`config.mk`:
```
export PLATFORM = sky130hd
export DESIGN_NAME = rr_arb_5
export DESIGN_NICKNAME = d
export VERILOG_FILES = /design/src/rtl/rr_arb_5.sv
export SDC_FILE = /design/constraint.sdc
export NUM_CORES = 1
export LEC_CHECK = 0
export BUFFER_PORTS_ARGS = -buffer_cell sky130_fd_sc_hd__clkbuf_2
export CAP_MARGIN = 25
export CORE_ASPECT_RATIO = 0.5
export CORE_UTILIZATION = 45
export DETAILED_ROUTE_END_ITERATION = 12
export GPL_ROUTABILITY_DRIVEN = 0
export HOLD_SLACK_MARGIN = 0.05
export PLACE_DENSITY = 0.7
export SLEW_MARGIN = 20
export SYNTH_ARGS = -nofsm -noshare
export SYNTH_HDL_FRONTEND = slang
export SYNTH_SLANG_ARGS = --single-unit
```
`constraint.sdc`:
```
create_clock -name clk -period 12 [get_ports clk]
set_input_delay 1.2 -clock clk [delete_from_list [all_inputs] [get_ports clk]]
set_output_delay 1.2 -clock clk [all_outputs]
set_load 0.05 [all_outputs]
```
`src/rtl/rr_arb_5.sv`:
```
// rr_arb_5: five-way round-robin arbiter with a registered one-hot grant held until the owner releases.
// Define ARB_TIMEOUT_EN to compile in the hold-timeout revoke (MAX_HOLD cycles) and the requester mask.
module rr_arb_5 #(
    parameter int MAX_HOLD = 8
) (
    input  logic       clk,
    input  logic       rst,
    input  logic [4:0] req,
    output logic [4:0] gnt,
    output logic [2:0] gnt_id,
    output logic       busy,
    output logic       timeout
);
    typedef enum logic {IDLE, GRANT} state_t;

    state_t     state;
    logic [2:0] ptr;
    logic [4:0] eligible;
    logic       pick_valid;
    logic [2:0] pick_id;
    logic [2:0] next_ptr;

    if (MAX_HOLD < 2 || MAX_HOLD > 255) begin : g_bad_max_hold
        $error("rr_arb_5: MAX_HOLD must be in 2..255");
    end

`ifdef ARB_TIMEOUT_EN
    localparam logic [7:0] HOLD_LAST = 8'(MAX_HOLD - 1);
    logic [7:0] hold_cnt;
    logic [4:0] mask;
    assign eligible = req & ~mask;
`else
    assign eligible = req;
`endif

    // First eligible requester searching upward from ptr, wrapping at 5.
    always_comb begin
        int idx;
        pick_valid = 1'b0;
        pick_id    = 3'd0;
        idx        = 0;
        for (int k = 0; k < 5; k++) begin
            idx = (int'(ptr) + k) % 5;
            if (!pick_valid && eligible[idx]) begin
                pick_valid = 1'b1;
                pick_id    = 3'(idx);
            end
        end
    end

    assign next_ptr = (gnt_id == 3'd4) ? 3'd0 : gnt_id + 3'd1;

    always_ff @(posedge clk) begin
        if (rst) begin
            state   <= IDLE;
            gnt     <= 5'b0;
            gnt_id  <= 3'd0;
            busy    <= 1'b0;
            timeout <= 1'b0;
            ptr     <= 3'd0;
`ifdef ARB_TIMEOUT_EN
            hold_cnt <= 8'd0;
            mask     <= 5'b0;
`endif
        end else begin
            timeout <= 1'b0;
`ifdef ARB_TIMEOUT_EN
            mask <= mask & req;
`endif
            case (state)
                IDLE: begin
                    if (pick_valid) begin
                        gnt    <= 5'b00001 << pick_id;
                        gnt_id <= pick_id;
                        busy   <= 1'b1;
                        state  <= GRANT;
`ifdef ARB_TIMEOUT_EN
                        hold_cnt <= 8'd0;
`endif
                    end
                end
                GRANT: begin
                    if (!req[gnt_id]) begin
                        gnt    <= 5'b0;
                        gnt_id <= 3'd0;
                        busy   <= 1'b0;
                        ptr    <= next_ptr;
                        state  <= IDLE;
`ifdef ARB_TIMEOUT_EN
                    end else if (hold_cnt == HOLD_LAST) begin
                        // Revoke: owner stays masked until it drops its request.
                        gnt     <= 5'b0;
                        gnt_id  <= 3'd0;
                        busy    <= 1'b0;
                        ptr     <= next_ptr;
                        state   <= IDLE;
                        timeout <= 1'b1;
                        mask    <= (mask & req) | (5'b00001 << gnt_id);
                    end else if (hold_cnt != 8'hFF) begin
                        hold_cnt <= hold_cnt + 8'd1;
`endif
                    end
                end
                default: state <= IDLE;
            endcase
        end
    end
endmodule

```
==> results of run 1 <==
## cells by family (layout without fill, tap and decap cells)
kind of cell               Yosys count  after routing  synth area share (%)
AOI/OAI and AO/OA                  108            108                  35.5
and+or+nand+nor                     88             88                  21.2
buffers and inverters               36             40                  6.63
adders and majority gates           20             20                  11.0
muxes                               19             19                  10.7
DFF                                 13             13                  11.4
xor gates and xnor gates             8              8                  3.40
other                                1              1                 0.164
## cell usage in the layout (no fill, tap or decap), drive strengths merged, types with 8 or more instances in the layout
cell type	count
mux2i	12
nand2	19
ha	20
o21ai	17
nor2	13
inv	19
clkbuf	19
a21oi	21
dfxtp	13
o21a	8
## synth_stat cells, types with 4 or more instances
library cell and n:
nor2_1 13, and3_1 6, a211oi_1 6, buf_2 7
nor4_1 4, o211ai_1 5, a221oi_1 4, nand2b_1 4
nand3_1 5, o21ai_0 13, nor2b_1 6, or2_2 4
nand2_1 19, inv_1 18, o21a_1 7, ha_1 20
a21oi_1 18, nor3_1 7, dfxtp_1 13, mux4_2 4
o32ai_1 4, clkbuf_1 6, o21ai_1 4, mux2i_1 12
a21o_1 4, xnor2_1 5, o22ai_1 6
## power by group
group	total, W	internal [W]	switching, W	leakage (nW)
clock	0.0000378	0.0000234	0.0000144	0.0228
combinational	0.000434	0.000172	0.000261	0.848
sequential	0.0000722	0.0000559	0.0000164	0.106
total	0.000544	0.000252	0.000292	0.977
## worst max-delay path, delay by kind of cell (launching register included)
family | cells | cell delay (ns)
AOI/OAI and AO/OA | 6 | 1.41
adders and majority gates | 4 | 1.22
buffers and inverters | 3 | 0.44
DFF | 1 | 0.47
and+or+nand+nor | 6 | 1.76
## layer usage
layer	share of wire (%)	wire length (um)	GRT usage [%]	up-vias
met1	46	2660	30.2	1102
li1	-	-	-	1135
met3	8.0	465	3.47	3
met4	0.38	22	4.05	0
met5	0	0	0	-
met2	46	2660	40.7	84
## state kept, by name, summed over array words and instances, names as in the netlist
register and count:
busy 1, gnt 5, state 1, gnt_id 3
ptr 3
## metrics by stage
stage	std cells	hold WS (ns)	total power, W
CTS	363	0.458	0.000540
global placement	359	0.440	0.000489
finish	363	0.455	0.000544
detailed placement	359	0.450	0.000498
global route	363	0.473	0.000588
floorplan	293	0.502	0.000426
## area by class of cell
type	count	area (um^2)
clock buffers	4	45.0
inverters	20	75.1
repair buffers	16	82.6
well taps	66	82.6
fillers	456	2220
flip-flops and latches	13	260
multi-input cells	244	1870
## worst max path at each step
| stage | cells past startpoint | startpoint | end |
|---|---|---|---|
| after detailed placement | 19 | ptr[0]$_SDFFE_PP0P_ | gnt[2]$_SDFFE_PP0P_ |
| after floorplan | 21 | ptr[0]$_SDFFE_PP0P_ | gnt[0]$_SDFFE_PP0P_ |
| after CTS | 19 | ptr[0]$_SDFFE_PP0P_ | gnt[1]$_SDFFE_PP0P_ |
| after global placement | 19 | ptr[0]$_SDFFE_PP0P_ | gnt[2]$_SDFFE_PP0P_ |
| final | 19 | ptr[1]$_SDFFE_PP0P_ | gnt[2]$_SDFFE_PP0P_ |
| after global routing | 19 | ptr[0]$_SDFFE_PP0P_ | gnt[2]$_SDFFE_PP0P_ |
==> results.py, run 1 <==
metrics = {
    "status": {
        "status": "finished clean",
    },
    "setup_path": {
        "reg2reg_setup_slack_ns": 6.61,
        "critPathCaptureType": "flip-flop",
        "crit-reg2reg-launch": "ptr[1]$_SDFFE_PP0P_",
        "worst-r2r-cell-count": 19,
        "worstPathArrival_ns": 5.54,
        "cp_cell_sequence": "inv_2, ha_1, inv_1, ha_1, inv_1, ha_1, or3_1, a21oi_1, or2_2, ha_1, nor2b_1, o221ai_2, o21a_4, o31a_1, or3_4, and3_4, a21o_4, or3b_1, o32ai_1",
        "path_common_cell": "ha_1",
        "crit_path_top_delay_cell": "dfxtp_1",
        "reg2reg_to": "gnt[2]$_SDFFE_PP0P_",
        "max_stage_delay_ns": 0.47,
        "cp.required_ns": 12.15,
        "cp_max_fo": 10,
        "start_kind": "flip-flop",
        "critPathKind": "flip-flop to flip-flop",
    },
    "place": {
        "port_buffers": 15,
        "dp_hpwl_um": 4500,
        "dp_slack_ns": 6.67,
        "post_dp_cell_area_um2": 2370,
    },
    "logic_synthesis": {
        "ys_types": 73,
        "synth_area_leader_cell": "dfxtp_1",
        "yosysWarnings": 0,
        "netlist_area_um2": 2280,
        "ys_async_sr_fraction_pct": 0,
        "synth_area_per_cell_um2": 7.79,
        "synth_top_area_share_pct": 11.4,
        "synth_ff_type": "dfxtp_1",
        "synth_edf_count": 0,
        "syn_nets": 320,
        "ys_ff_latch": 13,
        "synth_seq_area_share_pct": 11.4,
        "synthCells": 293,
        "synthTopCellsByArea": "dfxtp_1 (11%), ha_1 (11%), mux2i_1 (5.3%)",
    },
    "drt": {
        "drt_iter0_drc": 196,
        "drc_errors": 0,
        "routed_via_density": 6.40,
        "first_pass_iters": 4,
        "wl_um": 5810,
        "antenna_left": 0,
        "vias": 2324,
        "wire_per_inst_um": 16.0,
    },
    "clocking": {
        "postCtsSetupBuffers": 0,
        "path_clk_slew_ns": 0.05,
        "cts_hold_buf": 0,
        "clkSinkCount": 13,
        "cts_made_buffers": 3,
        "clk_latency_ns": 0.24,
        "clockBufferDepth": 2,
        "cts_resized": 0,
        "h-tree-depth": 1,
        "clock-root-buffer": "clkbuf_8",
        "cts_tree": "yes",
    },
    "floorplanning": {
        "dieWidth_um": 103,
        "start_util_pct": 49.2,
        "rows": 17,
        "core-area_um2": 4640,
        "dieArea_um2": 5380,
        "io_pins": 17,
        "die_y_um": 52.4,
    },
    "timing": {
        "tns_ns": 0,
        "layout_setup_ws_ns": 6.61,
        "setup_viol": 0,
        "fin_crit_ns": 5.39,
        "relSlewSlack_pct": 55.0,
        "rsz0062_at_grt": "false",
        "fmax_ghz": 0.185,
        "tightest_slew_ns": 0.673,
        "slew_violations": 0,
        "timing.final.crit_share_pct": 44.9,
        "hold_violations": 0,
        "fin_skew_ns": 0.00134,
    },
    "grt": {
        "grt_max_degree": 40,
        "antenna_found_initial": 0,
        "track_usage_pct": 23.1,
        "grt_pass1_wl_um": 9780,
        "grt_pass1_vias": 2126,
        "grt_remaining_overflow": 0,
    },
    "cells_and_area": {
        "syn_to_final_growth_pct": 5.87,
        "stdcell_area_um2": 2420,
        "finalNetCount": 325,
        "antenna_cells": 0,
        "drive_gt1_share_pct": 15.2,
        "fin_util_pct": 52.1,
    },
    "power_and_ir_drop": {
        "p_per_area_nw_per_um2": 225,
        "p_leak_nw": 0.977,
        "peakVddDrop_uv": 162,
    },
    "min_path": {
        "holdPathStages": 2,
        "hold_path.class": "flip-flop to flip-flop",
        "holdPathEnd": "gnt[0]$_SDFFE_PP0P_",
        "hp-start": "gnt[0]$_SDFFE_PP0P_",
    },
    "flow_run": {
        "max_cap_violations": 0,
    },
}
(Power assumes the default switching activity.)
==> run 2: changes to the inputs <==
--- a/config.mk
+++ b/config.mk
@@ -5,6 +5,7 @@
 export SDC_FILE = /design/constraint.sdc
 export NUM_CORES = 1
 export LEC_CHECK = 0
+export ABC_AREA = 1
 export BUFFER_PORTS_ARGS = -buffer_cell sky130_fd_sc_hd__clkbuf_2
 export CAP_MARGIN = 25
 export CORE_ASPECT_RATIO = 0.5
==> constraint.sdc (replaced) <==
create_clock -name clk -period 5.35 [get_ports clk]
set_input_delay 0.535 -clock clk [delete_from_list [all_inputs] [get_ports clk]]
set_output_delay 0.535 -clock clk [all_outputs]
set_load 0.05 [all_outputs]
==> run 2 against run 1 <==
Net effect: routed wire length fell by 17%; non-clock buffer count unchanged; final cell count is 10% higher; core utilization increased by 0.93 points; synthesized cell count grew 13%; worst hold slack improved by 0.012 ns; largest cell class unchanged; highest routed layer unchanged; clock power grew 140%; sequential power is 100% higher; register-to-register slack got worse by 5.5 ns; fmax up 28%; sequential cell count unchanged.
==> results.py, run 2 <==
metrics = {
    "status": {
        "status": "finished clean",
    },
    "cells_and_area": {
        "regArea_um2": 260,
        "drive_gt1_share_pct": 12.1,
        "multi_input_area_um2": 1480,
        "finalNetCount": 374,
        "layout_common_cells": "nand2_1 (105), inv_1 (50), nand3_1 (43), ha_1 (20), a21oi_1 (17)",
        "nFillCells": 410,
        "top_register": "gnt",
        "largestRegisters": "gnt (5), gnt_id (3), ptr (3)",
        "largest_reg_flops": 5,
        "antenna_cells": 0,
        "stdcell_area_um2": 2140,
        "syn_to_final_growth_pct": 8.89,
        "final_common_cell": "nand2_1",
    },
    "logic_synthesis": {
        "ys_async_sr_fraction_pct": 0,
        "synth_area_per_cell_um2": 5.97,
        "synth_top_area_share_pct": 20.0,
        "yosysWarnings": 0,
        "synth_seq_area_share_pct": 13.2,
        "synthCells": 330,
        "netlist_area_um2": 1970,
        "synth_edf_count": 0,
        "synth_area_leader_cell": "nand2_1",
        "synth.most_common_cell": "nand2_1",
        "ys_types": 37,
        "ys_top_cells_by_count": "nand2_1 (105), inv_1 (50), nand3_1 (43), ha_1 (20), a21oi_1 (17)",
        "syn_nets": 357,
        "synth_ff_type": "dfxtp_1",
        "ys_ff_latch": 13,
        "synthTopCellsByArea": "nand2_1 (20%), dfxtp_1 (13%), ha_1 (13%)",
    },
    "power_and_ir_drop": {
        "peakVddDrop_uv": 334,
        "p_per_area_nw_per_um2": 552,
        "p_leak_nw": 1.15,
        "total_power_w": 0.00118,
    },
    "grt": {
        "antenna_found_initial": 0,
        "top_usage_layer": "met2",
        "grt_pass1_wl_um": 8450,
        "grt_pass1_vias": 1958,
        "met2_usage_pct": 37.9,
        "use_met3_pct": 1.09,
        "grt_remaining_overflow": 0,
        "grt_max_degree": 17,
        "grtUsageMet1_pct": 30.9,
        "track_usage_pct": 22.5,
    },
    "floorplanning": {
        "io_pins": 17,
        "dieArea_um2": 4660,
        "rows": 16,
        "die_y_um": 48.8,
        "dieWidth_um": 95.6,
        "start_util_pct": 48.7,
        "core-area_um2": 4040,
    },
    "clocking": {
        "postCtsSetupBuffers": 0,
        "clockBufferDepth": 2,
        "cts_hold_buf": 0,
        "cts_tree": "yes",
        "cts_made_buffers": 3,
        "clkSinkCount": 13,
        "cts_resized": 0,
        "clock-root-buffer": "clkbuf_8",
        "clk_latency_ns": 0.25,
        "path_clk_slew_ns": 0.05,
        "h-tree-depth": 1,
    },
    "timing": {
        "fmax_ghz": 0.238,
        "hold_violations": 0,
        "timing.final.crit_share_pct": 78.6,
        "slew_violations": 0,
        "fin_crit_ns": 4.20,
        "rsz0062_at_grt": "false",
        "tns_ns": 0,
        "fin_skew_ns": 0.00113,
        "setup_viol": 0,
        "layout_setup_ws_ns": 1.15,
    },
    "place": {
        "dp_slack_ns": 1.26,
        "post_dp_cell_area_um2": 2100,
        "dp_hpwl_um": 3850,
        "port_buffers": 15,
    },
    "flow_run": {
        "max_cap_violations": 0,
    },
    "setup_path": {
        "worst-r2r-cell-count": 26,
        "reg2reg_setup_slack_ns": 1.15,
        "crit-reg2reg-launch": "ptr[0]$_SDFFE_PP0P_",
        "critPathKind": "flip-flop to flip-flop",
        "cp.required_ns": 5.53,
        "cp_max_fo": 16,
        "start_kind": "flip-flop",
        "critPathCaptureType": "flip-flop",
        "crit_start": "ptr[0]$_SDFFE_PP0P_",
        "worstPathArrival_ns": 4.39,
        "reg2reg_to": "gnt[0]$_SDFFE_PP0P_",
        "critical_path.endpoint": "gnt[0]$_SDFFE_PP0P_",
    },
    "drt": {
        "vias": 2125,
        "wl_um": 4830,
        "drt_iter0_drc": 181,
        "routed_via_density": 5.31,
        "antenna_left": 0,
        "drc_errors": 0,
        "first_pass_iters": 4,
        "wire_per_inst_um": 12.1,
    },
    "min_path": {
        "hp-start": "busy$_SDFFE_PP0P_",
        "hold_path.class": "flip-flop to flip-flop",
    },
}
## run 2: cell count changes in the layout (fill, tap and decap cells not counted), sizes merged, moves of 6 or more
cell	delta
nand2	+92
a211oi	-7
mux2i	-12
nand4	+9
nand3	+41
and3	-7
inv	+34
o21a	-8
nor2b	-6
## run 2: layer usage
| layer | wire length, um | vias to the layer above |
|---|---|---|
| met2 | 2180 | 55 |
| li1 | - | 1097 |
| met5 | 0 | - |
| met3 | 242 | 9 |
| met4 | 90 | 0 |
| met1 | 2320 | 964 |
## run 2: area by class of cell
type                       instances  area share, %
timing repair buffer              16           3.85
sequential                        13           12.1
multi-input combinational        258           69.1
tap                               54           3.15
inverter                          55           9.63
clock buffer                       4           2.10
## run 2: how the worst min path moves through the flow
stage	end	slack, ns	cells after the start
2_1_floorplan	state$_SDFF_PP0_	0.44	2
3_5_place_dp	gnt[0]$_SDFFE_PP0P_	0.46	2
4_1_cts	gnt[1]$_SDFFE_PP0P_	0.47	2
5_1_grt	busy$_SDFFE_PP0P_	0.49	2
3_3_place_gp	state$_SDFF_PP0_	0.45	2
6_report	busy$_SDFFE_PP0P_	0.47	2
## run 2: through the flow
step	cells	util, %	hold slack (ns)
2_1_floorplan	330	-	0.440
3_3_place_gp	396	51.9	0.451
3_5_place_dp	396	51.9	0.465
4_1_cts	400	53.0	0.472
5_1_grt	400	53.0	0.492
6_report	400	53.0	0.467
## run 2: power breakdown
part	leakage [nW]	internal (W)	switching, W	total [W]
Clock	0.0228	0.0000528	0.0000368	0.0000896
Combinational	1.03	0.000285	0.000661	0.000946
Sequential	0.106	0.000125	0.0000236	0.000148
## run 2: worst max-delay path: stages, from the launching register on
cell,delay (ns)
dfxtp_1,0.30
buf_4,0.20
inv_1,0.26
ha_1,0.29
inv_1,0.08
ha_1,0.28
inv_2,0.06
ha_1,0.17
inv_1,0.06
nand3_1,0.11
nand2_1,0.12
xor2_1,0.26
ha_1,0.24
nand2_1,0.06
nand2_1,0.10
nand2_1,0.08
nand2_1,0.11
nand2_1,0.12
nor3_1,0.20
nand3_1,0.10
nand2_1,0.15
inv_1,0.12
nand4_1,0.11
nand3_1,0.19
nor2_1,0.16
nand2_1,0.06
a21oi_1,0.11
## run 2: cells by family after synthesis
logic type,synth area share [%]
compound gates,14.0
xor+xnor,3.62
fa+ha+maj,12.7
buf+inv,11.5
flops,13.2
other cells,0.190
simple gates,44.7
==> run 3: changes to the inputs <==
--- a/config.mk
+++ b/config.mk
@@ -13,7 +13,7 @@
 export DETAILED_ROUTE_END_ITERATION = 12
 export GPL_ROUTABILITY_DRIVEN = 0
 export HOLD_SLACK_MARGIN = 0.05
-export PLACE_DENSITY = 0.7
+export PLACE_DENSITY = 0.72
 export SLEW_MARGIN = 20
 export SYNTH_ARGS = -nofsm -noshare
 export SYNTH_HDL_FRONTEND = slang
==> constraint.sdc (replaced) <==
create_clock -name clk -period 3.48 [get_ports clk]
set_input_delay 0.348 -clock clk [delete_from_list [all_inputs] [get_ports clk]]
set_output_delay 0.348 -clock clk [all_outputs]
set_load 0.05 [all_outputs]
==> run 3 against run 2 <==
Net effect: clock power rose by 50%; largest cell class unchanged; first-iteration DRC count fell by 30%; total power rose by 95%; global-route usage barely moved; sequential cell count did not move; clock skew rose by 0.0020 ns.
==> results.py, run 3 (synthesis gave the netlist of run 2 again) <==
metrics = {
    "grt": {
        "top_usage_layer": "met2",
        "grt_pass1_wl_um": 8490,
        "track_usage_pct": 22.5,
        "grtUsageMet1_pct": 30.5,
        "use_met3_pct": 2.65,
        "grt_remaining_overflow": 0,
        "grt_pass1_vias": 1950,
        "met2_usage_pct": 38.7,
        "grt_max_degree": 16,
        "antenna_found_initial": 0,
    },
    "setup_path": {
        "worst-r2r-cell-count": 28,
        "crit-reg2reg-launch": "ptr[1]$_SDFFE_PP0P_",
        "critical_path.endpoint": "gnt[0]$_SDFFE_PP0P_",
        "max_stage_delay_ns": 0.34,
        "reg2reg_to": "gnt[0]$_SDFFE_PP0P_",
        "start_kind": "flip-flop",
        "crit_start": "ptr[1]$_SDFFE_PP0P_",
        "worstPathArrival_ns": 3.63,
        "reg2reg_setup_slack_ns": 0.03,
        "cp.required_ns": 3.66,
        "path_common_cell": "nand2_1",
        "crit_path_top_delay_cell": "dfxtp_2",
        "critPathKind": "flip-flop to flip-flop",
        "cp_max_fo": 5,
        "critPathCaptureType": "flip-flop",
    },
    "timing": {
        "setup_viol": 0,
        "fin_skew_ns": 0.00310,
        "fmax_ghz": 0.290,
        "timing.final.crit_share_pct": 99.1,
        "hold_slack_ns": 0.398,
        "fin_crit_ns": 3.45,
        "hold_violations": 0,
        "slew_violations": 0,
    },
    "drt": {
        "vias": 2265,
        "routed_via_density": 5.46,
        "wl_um": 5510,
        "drc_errors": 0,
        "first_pass_iters": 4,
        "drt_iter0_drc": 126,
        "wire_per_inst_um": 13.3,
        "antenna_left": 0,
    },
    "clocking": {
        "cts_hold_buf": 0,
        "clockBufferDepth": 2,
        "path_clk_slew_ns": 0.06,
        "h-tree-depth": 1,
        "clock-root-buffer": "clkbuf_8",
        "clk_latency_ns": 0.24,
        "clkSinkCount": 13,
        "cts_tree": "yes",
        "cts_made_buffers": 3,
    },
    "cells_and_area": {
        "final_common_cell": "nand2_1",
        "largest_reg_flops": 5,
        "layout_common_cells": "nand2_1 (83), inv_1 (44), nand3_1 (33), nand2_2 (21), a21oi_1 (16)",
        "finalNonFillerCells": 415,
        "antenna_cells": 0,
        "nFillCells": 368,
        "finalNetCount": 389,
        "stdcell_area_um2": 2520,
        "top_register": "gnt",
        "largestRegisters": "gnt (5), gnt_id (3), ptr (3)",
        "fin_util_pct": 62.3,
        "syn_to_final_growth_pct": 28.0,
        "drive_gt1_share_pct": 31.9,
    },
    "place": {
        "dp_hpwl_um": 4000,
        "dp_cells": 404,
        "port_buffers": 15,
        "post_dp_cell_area_um2": 2170,
    },
    "min_path": {
        "hold_path.class": "input pin to flip-flop",
    },
    "power_and_ir_drop": {
        "p_per_area_nw_per_um2": 915,
        "p_leak_nw": 1.29,
        "peakVddDrop_uv": 616,
        "total_power_w": 0.00231,
    },
    "flow_run": {
        "max_cap_violations": 0,
    },
    "status": {
        "status": "finished clean",
    },
    "floorplanning": {
        "dieWidth_um": 95.6,
        "rows": 16,
        "core-area_um2": 4040,
        "dieArea_um2": 4660,
        "io_pins": 17,
        "die_y_um": 48.8,
        "start_util_pct": 48.7,
    },
}
run 3: changes by cell type in the layout (fill, tap and decap cells not counted), sizes merged:
cell      change
buf          +15
clkinvlp      +1
inv           -1
run 3: through the flow:
stage / worst slack, ns / TNS, ns
finish: 0.0309 / 0
CTS: 0.0147 / 0
floorplan: 0.0167 / 0
global placement: -0.0455 / -0.0636
detailed placement: -0.146 / -0.708
global route: -0.122 / -0.629
run 3: worst min-delay path by stage:
stage / from / endpoint / slack (ns) / cells past startpoint
finish: rst / gnt[0]$_SDFFE_PP0P_ / 0.40 / 2
global route: rst / gnt[0]$_SDFFE_PP0P_ / 0.43 / 2
CTS: rst / gnt_id[1]$_SDFFE_PP0P_ / 0.40 / 2
detailed placement: gnt[1]$_SDFFE_PP0P_ / gnt[1]$_SDFFE_PP0P_ / 0.46 / 2
global placement: gnt[3]$_SDFFE_PP0P_ / gnt[3]$_SDFFE_PP0P_ / 0.45 / 2
floorplan: state$_SDFF_PP0_ / state$_SDFF_PP0_ / 0.44 / 2
run 3: final cells by class:
cell class	count	area, um^2	share of cell area [%]
inverters	55	221	8.78
well taps	54	67.6	2.68
flip-flops and latches	13	263	10.4
multi-input cells	258	1720	68.3
clock buffers	4	45.0	1.79
repair buffers	31	203	8.04
run 3: layer usage:
layer / part of all wire, % / vias to the layer above
li1: - / 1133
met1: 45 / 1050
met2: 50 / 70
met3: 4.1 / 12
met4: 1.1 / 0
met5: 0 / -
run 3: critical path: cells and delay by family (launching register included):
kind,cells,cell delay (ns)
buffers and inverters,5,0.37
adders and majority gates,4,0.82
and+or+nand+nor,17,1.51
xor gates and xnor gates,1,0.20
DFF,1,0.34
AOI/OAI and AO/OA,1,0.12
run 3: report_power, final:
group | switching (W) | internal, W | total (W)
Sequential | 0.0000343 | 0.000193 | 0.000228
Combinational | 0.00126 | 0.000684 | 0.00195
Clock | 0.0000531 | 0.0000808 | 0.000134
run 3: repair_timing:
item,4_1_cts,5_1_grt
pin swaps,0,20
resized for setup,4,68
endpoints found under the setup margin,8,10
cloned,0,0
setup buffers,0,7
